===== config.mk =====
export PLATFORM = sky130hd
export DESIGN_NAME = mem_port_arbiter
export DESIGN_NICKNAME = d
export VERILOG_FILES = /design/src/rtl/mem_port_arbiter.sv
export SDC_FILE = /design/constraint.sdc
export NUM_CORES = 1
export LEC_CHECK = 0
export ABC_AREA = 1
export BUFFER_PORTS_ARGS = -buffer_cell sky130_fd_sc_hd__buf_2
export CAP_MARGIN = 10
export CORE_MARGIN = 5
export CORE_UTILIZATION = 45
export DETAILED_ROUTE_END_ITERATION = 10
export PLACE_DENSITY = 0.76
export SLEW_MARGIN = 20
export SYNTH_ARGS = -nofsm -noshare
export SYNTH_HDL_FRONTEND = slang
export SYNTH_SLANG_ARGS = --single-unit

===== constraint.sdc =====
create_clock -name clk -period 10.1 [get_ports clk]
set_clock_uncertainty 0.2 [all_clocks]
set_input_delay 1.01 -clock clk [delete_from_list [all_inputs] [get_ports clk]]
set_output_delay 1.01 -clock clk [all_outputs]
set_load 0.01 [all_outputs]

===== src/rtl/mem_port_arbiter.sv =====
// Shares one single-ported memory between fetch and data ports: grant, one mem_en strobe, capture after LATENCY,
// one-cycle valid (request-to-valid LATENCY+2); requesters are stalled while their req is high and valid is low.
module mem_port_arbiter #(
    parameter int LATENCY      = 1,
    parameter int STARVE_LIMIT = 4
) (
    input  logic        clk,
    input  logic        reset,
    input  logic        if_req,
    input  logic [31:0] if_addr,
    output logic [31:0] if_rdata,
    output logic        if_valid,
    output logic        stall_if,
    input  logic        d_req,
    input  logic        d_we,
    input  logic [31:0] d_addr,
    input  logic [31:0] d_wdata,
    output logic [31:0] d_rdata,
    output logic        d_valid,
    output logic        stall_mem,
    output logic        mem_en,
    output logic        mem_we,
    output logic [31:0] mem_addr,
    output logic [31:0] mem_wdata,
    input  logic [31:0] mem_rdata,
    output logic [31:0] cnt_if_grants,
    output logic [31:0] cnt_d_grants,
    output logic [31:0] cnt_conflicts
);

    localparam int LCW = (LATENCY > 1) ? $clog2(LATENCY) : 1;
    localparam int SCW = ($clog2(STARVE_LIMIT + 1) > 3) ? $clog2(STARVE_LIMIT + 1) : 3;
    localparam logic [LCW-1:0] LAT_LOAD   = LCW'(LATENCY - 1);
    localparam logic [SCW-1:0] STREAK_MAX = SCW'(STARVE_LIMIT);

    typedef enum logic [1:0] {IDLE, ISSUE, WAIT, DONE} state_t;

    state_t         state;
    state_t         state_nxt;
    logic           owner_d;
    logic           own_we;
    logic [LCW-1:0] lat_cnt;
    logic [SCW-1:0] streak;
    logic           if_elig;
    logic           d_elig;
    logic           grant_if;
    logic           grant_d;
    logic           capture;

    assign if_valid  = (state == DONE) && !owner_d;
    assign d_valid   = (state == DONE) && owner_d;
    assign mem_en    = (state == ISSUE);
    assign mem_we    = own_we;
    assign stall_if  = if_req & ~if_valid;
    assign stall_mem = d_req & ~d_valid;

    // A req seen in its own valid cycle belongs to the transaction just completed.
    assign if_elig = if_req & ~if_valid;
    assign d_elig  = d_req & ~d_valid;
    assign capture = (state == WAIT) && (lat_cnt == '0);

    always_comb begin
        grant_if  = 1'b0;
        grant_d   = 1'b0;
        state_nxt = state;
        case (state)
            IDLE: begin
                // Data wins contention until it has starved fetch STARVE_LIMIT times in a row.
                if (d_elig && !(if_elig && (streak == STREAK_MAX))) begin
                    grant_d = 1'b1;
                end else if (if_elig) begin
                    grant_if = 1'b1;
                end
                if (grant_d || grant_if) begin
                    state_nxt = ISSUE;
                end
            end
            ISSUE:   state_nxt = WAIT;
            WAIT:    if (lat_cnt == '0) state_nxt = DONE;
            DONE:    state_nxt = IDLE;
            default: state_nxt = IDLE;
        endcase
    end

    always_ff @(posedge clk or posedge reset) begin
        if (reset) begin
            state <= IDLE;
        end else begin
            state <= state_nxt;
        end
    end

    always_ff @(posedge clk or posedge reset) begin
        if (reset) begin
            owner_d       <= 1'b0;
            own_we        <= 1'b0;
            mem_addr      <= '0;
            mem_wdata     <= '0;
            if_rdata      <= '0;
            d_rdata       <= '0;
            lat_cnt       <= '0;
            streak        <= '0;
            cnt_if_grants <= '0;
            cnt_d_grants  <= '0;
            cnt_conflicts <= '0;
        end else begin
            if (grant_d) begin
                owner_d      <= 1'b1;
                own_we       <= d_we;
                mem_addr     <= d_addr;
                mem_wdata    <= d_wdata;
                cnt_d_grants <= cnt_d_grants + 32'd1;
                if (if_elig && (streak != STREAK_MAX)) begin
                    streak <= streak + 1'b1;
                end
            end
            if (grant_if) begin
                owner_d       <= 1'b0;
                own_we        <= 1'b0;
                mem_addr      <= if_addr;
                cnt_if_grants <= cnt_if_grants + 32'd1;
                streak        <= '0;
            end
            if ((state == IDLE) && if_elig && d_elig) begin
                cnt_conflicts <= cnt_conflicts + 32'd1;
            end
            if (state == ISSUE) begin
                lat_cnt <= LAT_LOAD;
            end else if ((state == WAIT) && (lat_cnt != '0)) begin
                lat_cnt <= lat_cnt - 1'b1;
            end
            if (capture && !owner_d) begin
                if_rdata <= mem_rdata;
            end
            if (capture && owner_d && !own_we) begin
                d_rdata <= mem_rdata;
            end
        end
    end

endmodule

== Yosys cells after proc, flatten, opt, wreduce, memory -nomap -nowiden ==
Cells that the tools add are included.
Storage, ports and cells
  output and inout bits: 230
  logic and storage cells: 72
  input port bits: 133
  register bits after elaboration: 232
Cells by class
  add/sub/neg operators: 5
  equality and inequality tests: 7
  bitwise gates (word level): 5
  reductions and logical operators: 22
  mux-type cells: 21
Operator list (number)
  $add A32 B1 Y32 const B: 3
  $mux W32: 2
  $mux W1: 13
  $logic_and A1 B1 Y1: 12
  $mux W3: 3
  $pmux W2 S4: 1
  $reduce_bool A2 Y1: 3
  $eq A2 B2 Y1 const B: 2
  $mux W2: 2
  $ne A2 B2 Y1 const B: 2
  $reduce_and A2 Y1: 2
  $add A3 B1 Y3 const B: 1
  $eq A3 B3 Y1 const B: 1
  $logic_not A1 Y1: 3
  $ne A3 B3 Y1 const B: 1
  $not A1 Y1: 3
  $and A1 B1 Y1: 2
  $eq A2 B1 Y1 const B: 1
  $logic_not A2 Y1: 1
  $logic_or A1 B1 Y1: 1
  $sub A1 B1 Y1 const B: 1

== Depth between registers and ports, before layout ==
Gate-level depths: netlist (run 1).
  depth in word-level cells: 12
  depth in mapped cells: 11
  mapped depth without buffers: 11

== Worst setup path after synthesis (run 1) ==
No wires, ideal clock.
  path kind: input port to output port
  start: input if_req
  end: output stall_if
  data required time: 8.890 ns
  stages: 1
  setup slack: 7.554 ns
  arrival time: 1.336 ns
  path through: a21boi_1
On the way
  word-level cells in the longest chain between the ends: 1
Ends and longest elaborated chain
  start: declaration: RTL line 9  | input logic if_req,
  $and A1 B1 Y1: RTL line 54  | assign stall_if = if_req & ~if_valid;
  end: declaration: RTL line 13  | output logic stall_if,
No other way between the ends.

== Final worst setup path (run 1) ==
  start: register state[0]
  end: register cnt_d_grants[10]
On the way
  word-level cells in the longest chain between the ends: 10
  elaborated cells on any way between the ends: 14
  classes of those cells: eq/ne: 1; mux: 3; bitwise: 4; reduce/logical: 6
Ends and longest elaborated chain
  start: declaration: RTL line 38  | state_t state;
  start signal: assignment: RTL line 89  | state <= state_nxt;
  $eq A2 B2 Y1: RTL line 50, 51
  $logic_and A1 B1 Y1: RTL line 50  | assign if_valid = (state == DONE) && !owner_d;
  $not A1 Y1: RTL line 58  | assign if_elig = if_req & ~if_valid;
  $and A1 B1 Y1: RTL line 58
  $logic_and A1 B1 Y1: RTL line 69  | if (d_elig && !(if_elig && (streak == STREAK_MAX))) begin
  $logic_not A1 Y1: RTL line 69
  $logic_and A1 B1 Y1: RTL line 69
  $mux W1: RTL line 69
  $mux W1: RTL line 66  | case (state)
  $mux W1 *: RTL line 66
  end signal: assignment: RTL line 112  | cnt_d_grants <= cnt_d_grants + 32'd1;
  end: declaration: RTL line 27  | output logic [31:0] cnt_d_grants,
Every way passes the cells marked *; elsewhere a longest branch is shown, timed or not. The select of a mux whose other input is x is not followed.
A chain may end at the register's enable or synchronous reset.

==> metrics, run 1 <==
Leakage 7.68 nW; compound-cell area share of the yosys netlist 5.07%; Synth Area in Adders 1.11%; Cell Count, Final, Fillers Out 2172; placed cells 2126; number of core rows 57; Worst EP arrival 3330 ps; Post-Syn Area 0.0112 mm²; RSZ-0062 raised after global routing false; fin util 58.1%; core area 0.0245 mm²; Initial Utilization 45.9%; DP Worst Slack 6610 ps; num ports 363; Worst setup EP type flop; setup tns final 0 ps; ANT nets after route 0; Post-CTS Resized 0; fin worst setup slack 6960 ps; Post-Synth Simple-Gate Area 32.0%; latest clock arrival within the worst-skew pair 530 ps; Synthesis Warnings 0; clk sinks 232; first drt pass iteration count 5; # diodes 0; fin nets 1973; syn nets 1614; dominant cell type by area after synthesis dfrtp_1; PnR Total Power 3.48 mW; Fmax 0.319 GHz; Num CTS Buffers 26; fraction of synthesized area in multiplexers 0%; Max Slew Vio Count 0; Max Cap Viol 0; total gr overflow 0; first-pass GRT wire length 49.9 mm; part of the Yosys area used for sequential elements 51.7%; Die H 168 µm; Required @ worst endpoint 10290 ps; routability cong. 0.905; Synth Area in XOR/XNOR 3.12%; CTS Hold Buffers Added 0; H-tree lvl count 1; Fin. Hold Viols 0; GR Util All Layers 21.0%; Die ar. 0.0282 mm²; Hold WS 273 ps; P per Cell Area 245 mW/mm²; # setup viols final 0; residual DRC count 0; largest net degree at the start of global routing 114; Die W 168 µm; worst hold path type reg -> reg; vias in the first global route 10.1k; Mean Syn Cell Area 7.63 µm²; status complete, no violations; # port buffers 362; WS Path Type reg -> reg; startpoint types flop; ratio of cells with drive above 1 in the final layout 24.0%; period utilization 31.0%; First DRT Iteration DRCs 649; initial antenna violation count 2; Crit Path Max Fanout 60; Post-DP Area 0.0133 mm²; Final Instance Area 0.0142 mm²; worst slew pin tran 839 ps; post-synthesis cell type count 33; post-synthesis register bit count 232; routed length per instance 14.2 µm; largest family of logic cells by synthesized area simple AND/OR/NAND/NOR gates; Via density 4.84; Post-Syn Instances 1471; clk root buf clkbuf_16; top-area cell type share of the netlist area 51.7%; CTS tree done; Synth-to-Final Area Change 26.6%; clk buf depth 3; Final Critical Period 3140 ps; dpl hpwl 22.2 mm; clock-pin slew on the worst setup and hold paths 60 ps; Total Wirelength 30.7 mm; vias 10.5k; post-CTS setup buffers 0; synth top area cells dfrtp_1, nand2_1, nor2_1; Slew Limit Headroom 44.1%; Peak VDD IR 0.000184 V
[report_power, final]
group	internal (mW)	total, mW	switching, mW
Clock	0.618	0.996	0.378
Sequential	1.22	1.39	0.172
Combinational	0.406	1.09	0.687
[worst max-delay path, stage by stage (launching register included)]
cell and delay, ps:
dfrtp_1 410, ha_1 250, nand2_1 100, nand2_2 90
inv_2 120, nand3_4 340, buf_4 450, inv_2 690
nand2_1 140, xnor2_1 170
[kinds of logic after synthesis]
logic type | count (synthesis)
adders and majority gates | 10
xor gates and xnor gates | 40
and+or+nand+nor | 884
buffers and inverters | 194
AOI/OAI and AO/OA | 111
DFF | 232
[placed cells by master (no fill, tap or decap), types with 2 or more instances in the layout]
cell,instances
dfrtp_1,232
bufinv_16,4
nor2_2,12
o21ai_0,97
nand4_1,14
a21oi_1,2
ha_1,10
clkbuf_8,4
nand3_1,42
clkbuf_1,4
nor2_1,203
o21ai_1,7
buf_4,6
clkinv_2,5
nor3_1,8
clkbuf_16,27
buf_2,362
nor2_4,5
xor2_1,28
xnor2_1,12
clkinv_4,2
nand2_2,4
nand3b_1,18
inv_1,149
nand2_1,573
inv_2,7
[state kept, by name, indices dropped and copies added, names as in the netlist]
signal	flops
cnt_d_grants	32
mem_we	1
cnt_conflicts	32
streak	3
owner_d	1
lat_cnt	1
cnt_if_grants	32
state	2
d_rdata	32
mem_wdata	32
if_rdata	32
mem_addr	32
[cells in the mapped netlist]
cell	number
a21boi_1	1
a21oi_1	2
a22o_1	1
and2_1	1
buf_2	17
buf_4	4
buf_6	2
clkbuf_1	12
clkbuf_2	2
dfrtp_1	232
ha_1	10
inv_1	150
inv_2	7
nand2_1	573
nand2_2	4
nand2_4	1
nand3_1	42
nand3_2	1
nand3_4	1
nand3b_1	18
nand4_1	14
nor2_1	203
nor2_2	12
nor2_4	5
nor3_1	8
nor4_1	1
o21ai_0	97
o21ai_1	7
o21ai_2	1
o21bai_1	1
o22ai_1	1
xnor2_1	12
xor2_1	28
[layout make-up]
class	count	area, µm²
Tap cell	324	405
Inverter	157	597
Timing Repair Buffer	368	1860
Fill cell	2239	10300
Multi-Input combinational cell	1045	4640
Clock inverter	11	163
Sequential cell	232	5810
Clock buffer	35	746
[layer usage]
| metal | global-route usage (%) | share of wire (%) | vias up |
|---|---|---|---|
| met5 | 0 | 0.088 | - |
| met4 | 6.88 | 2.9 | 4 |
| met3 | 4.95 | 8.4 | 57 |
| met2 | 35.8 | 47 | 373 |
| met1 | 26.4 | 41 | 4865 |
| li1 | - | - | 5222 |
[path summary, 6_finish.rpt]
kind / startpoint / slack [ps] / depth (start not counted) / endpoint
worst max register to register: state[0] / 6960 / 9 / cnt_d_grants[10]
max in group asynchronous: reset / 7840 / 3 / state[1]
worst max-delay path: state[0] / 6960 / 9 / cnt_d_grants[10]
worst min register to register: mem_wdata[18] / 270 / 2 / mem_wdata[18]
worst min-delay path: mem_wdata[18] / 270 / 2 / mem_wdata[18]
min in group asynchronous: reset / 440 / 2 / mem_wdata[4]
No activity file was read; power rests on OpenSTA's default activity.
==> run 2: changes to the inputs <==
--- a/config.mk
+++ b/config.mk
@@ -5,13 +5,13 @@
 export SDC_FILE = /design/constraint.sdc
 export NUM_CORES = 1
 export LEC_CHECK = 0
-export ABC_AREA = 1
+export ABC_AREA = 0
 export BUFFER_PORTS_ARGS = -buffer_cell sky130_fd_sc_hd__buf_2
 export CAP_MARGIN = 10
 export CORE_MARGIN = 5
 export CORE_UTILIZATION = 45
 export DETAILED_ROUTE_END_ITERATION = 10
-export PLACE_DENSITY = 0.76
+export PLACE_DENSITY = 0.78
 export SLEW_MARGIN = 20
 export SYNTH_ARGS = -nofsm -noshare
 export SYNTH_HDL_FRONTEND = slang
==> constraint.sdc (replaced) <==
create_clock -name clk -period 3.2 [get_ports clk]
set_clock_uncertainty 0.2 [all_clocks]
set_input_delay 0.32 -clock clk [delete_from_list [all_inputs] [get_ports clk]]
set_output_delay 0.32 -clock clk [all_outputs]
set_load 0.01 [all_outputs]
==> run 2 against run 1 <==
  * Maximum frequency increased by 5.8%
  * Combinational power rose to 3.7 times the previous value
  * Final cell count fell by 25%
==> metrics, run 2 <==
Slowest cell on crit path dlygate4sd3_1 (was inv_2); Post-DP Area 0.0119 mm² (was 0.0133 mm²); Slew Limit Headroom 62.8% (was 44.1%); H-tree lvl count 1 (unchanged); Post-Syn Area 0.00967 mm² (was 0.0112 mm²); Worst setup EP type flop (unchanged); ANT nets after route 0 (unchanged); Synth-to-Final Area Change 45.0% (was 26.6%); Peak VDD IR 0.000481 V (was 0.000184 V); synth top area cells dfrtp_1, mux2_2, xnor2_1 (was dfrtp_1, nand2_1, nor2_1); Mean Syn Cell Area 11.6 µm² (was 7.63 µm²); # fillers 1432 (was 2239); Final Critical Period 2960 ps (was 3140 ps); worst slew pin tran 554 ps (was 839 ps); CP top delay family buffers and inverters (unchanged); # diodes 0 (unchanged); post-synthesis cell type count 43 (was 33); largest net degree at the start of global routing 45 (was 114); CP Buf/Inv Count 2 (was 3); Synthesis Warnings 0 (unchanged); critical path's largest stage delay 590 ps (was 690 ps); top-area cell type share of the netlist area 60.1% (was 51.7%); DP Worst Slack 516 ps (was 6610 ps); total gr overflow 0 (unchanged); Worst EP arrival 3190 ps (was 3330 ps); ratio of cells with drive above 1 in the final layout 37.4% (was 24.0%); Die H 157 µm (was 168 µm); vias 8533 (was 10.5k); initial antenna violation count 2 (unchanged); startpoint types flop (unchanged); Async SR Flop Fraction 100% (unchanged); clk root buf clkbuf_16 (unchanged); latest clock arrival within the worst-skew pair 520 ps (was 530 ps); routability cong. 0.832 (was 0.905); Die W 157 µm (was 168 µm); dpl hpwl 20.6 mm (was 22.2 mm); GR Util All Layers 25.9% (was 21.0%); worst hold path type in -> reg (was reg -> reg); flop-to-flop setup slack 240 ps (was 6960 ps); Post-Syn Instances 832 (was 1471); first-pass GRT wire length 50.4 mm (was 49.9 mm); # setup viols final 0 (unchanged); Final Instance Area 0.0140 mm² (was 0.0142 mm²); part of the Yosys area used for sequential elements 60.1% (was 51.7%); num ports 363 (unchanged); clk sinks 232 (unchanged); vias in the first global route 9190 (was 10.1k); P per Cell Area 806 mW/mm² (was 245 mW/mm²); storage element area 0.00581 mm² (unchanged); most numerous cell in the Yosys netlist dfrtp_1 (was nand2_1); Main synth FF type dfrtp_1 (unchanged); Leakage 7.18 nW (was 7.68 nW); dominant cell type by area after synthesis dfrtp_1 (unchanged); Post-CTS Resized 0 (unchanged); clk buf depth 3 (unchanged); syn nets 975 (was 1614); Multi-input gate area 0.00369 mm² (was 0.00464 mm²); EDFF count, synth 0 (unchanged); post-CTS setup buffers 0 (unchanged); clock-pin slew on the worst setup and hold paths 60 ps (about the same); commonest non-fill, non-tap cell in the layout buf_2 (was nand2_1); number of core rows 53 (was 57); Fin. Hold Viols 0 (unchanged); status complete, no violations (unchanged); core area 0.0211 mm² (was 0.0245 mm²); Fmax 0.337 GHz (was 0.319 GHz); period utilization 92.6% (was 31.0%); most frequent cells in the layout buf_2, dfrtp_1, nand2_1 (was nand2_1, buf_2, dfrtp_1); Max Cap Viol 0 (unchanged); CTS tree done (unchanged); First DRT Iteration DRCs 515 (was 649); WS Path Type reg -> reg (unchanged); Crit Path Max Fanout 23 (was 60); Total Wirelength 31.9 mm (was 30.7 mm); Critical Path, Cell by Cell ha_1, a21bo_2, o2111ai_4, buf_4, o22ai_1, dlygate4sd3_1, nor2_1 (was ha_1, nand2_1, nand2_2, inv_2, nand3_4, buf_4, inv_2, nand2_1, xnor2_1); Via density 5.23 (was 4.84); residual DRC count 0 (unchanged); fin nets 1483 (was 1973); Required @ worst endpoint 3420 ps (was 10290 ps); first drt pass iteration count 5 (unchanged); routed length per instance 19.5 µm (was 14.2 µm); fin worst setup slack 236 ps (was 6960 ps); Max Slew Vio Count 0 (unchanged); # port buffers 362 (unchanged); post-synthesis register bit count 232 (unchanged); Initial Utilization 45.8% (was 45.9%); RSZ-0062 raised after global routing false (unchanged); Num CTS Buffers 25 (was 26); Post-synth top cells dfrtp_1, nand2_1, nor2_1 (was nand2_1, dfrtp_1, nor2_1); Die ar. 0.0245 mm² (was 0.0282 mm²)
-- run 2: changes by cell type in the layout (fill, tap and decap cells not counted), moves of 65 or more --
cell           before  now
dlygate4sd3_1       0  130
nand2_1           573  142
mux2_2              0   65
inv_1             149    9
o21ai_0            97    4
nor2_1            203   79
-- run 2: worst register-to-register path: stages (launching register included) --
cell and delay (ps):
dfrtp_1 410, ha_1 290, a21bo_2 300, o2111ai_4 380, buf_4 360, o22ai_1 160
dlygate4sd3_1 590, nor2_1 170
-- run 2: metal layers --
layer,routed length (µm),up-vias,track usage [%]
li1,-,3837,-
met1,11500,4083,30.6
met2,15600,497,45.0
met3,2980,112,5.64
met4,1800,4,12.2
met5,34,-,0
-- run 2: report_power, final --
group,total (mW),leakage (nW),internal (mW),switching (mW)
Sequential,4.49,2.93,3.87,0.617
Combinational,4.05,3.85,1.82,2.23
Clock,2.77,0.400,1.59,1.17
-- run 2: cell families after synthesis --
kind of cell,share of synthesized area (%)
flops,60.1
fa+ha+maj,1.29
simple gates,17.5
mux,7.79
xor+xnor,8.43
buf+inv,2.03
compound gates,2.86
-- run 2: final cells by class --
class / instances / share of cell area (%)
well taps: 275 / 2.45
clock buffers: 33 / 5.18
clock inverters: 11 / 0.491
flip-flops and latches: 232 / 41.4
repair buffers: 513 / 23.9
multi-input cells: 558 / 26.3
inverters: 10 / 0.294
-- run 2: metrics by stage --
step | instances | total power [mW] | utilization, % | hold slack [ps] | setup TNS (ps)
6_report | 1632 | 11.3 | 66.5 | 18.9 | 0
5_1_grt | 1632 | 11.9 | 66.5 | 41.6 | 0
4_1_cts | 1631 | 11.2 | 66.4 | 4.19 | 0
3_5_place_dp | 1457 | 8.15 | 56.5 | 257 | 0
3_3_place_gp | 1457 | 8.01 | 56.5 | 254 | 0
2_1_floorplan | 832 | 6.50 | - | 225 | -82580
-- run 2: repair_timing --
| item | CTS | global route |
|---|---|---|
| setup endpoints to repair | 0 | 0 |
| hold buffers | 130 | 0 |
| endpoints found under the hold margin | 160 | 0 |
-- run 2: path summary, 6_finish.rpt --
path,startpoint,end,depth (start not counted)
max,state[0],mem_addr[19],7
min,d_req,cnt_conflicts[0],3
max reg2reg,state[0],mem_addr[19],7
min reg2reg,mem_wdata[27],mem_wdata[27],2
max in group asynchronous,reset,mem_addr[21],5
min in group asynchronous,reset,if_rdata[31],3
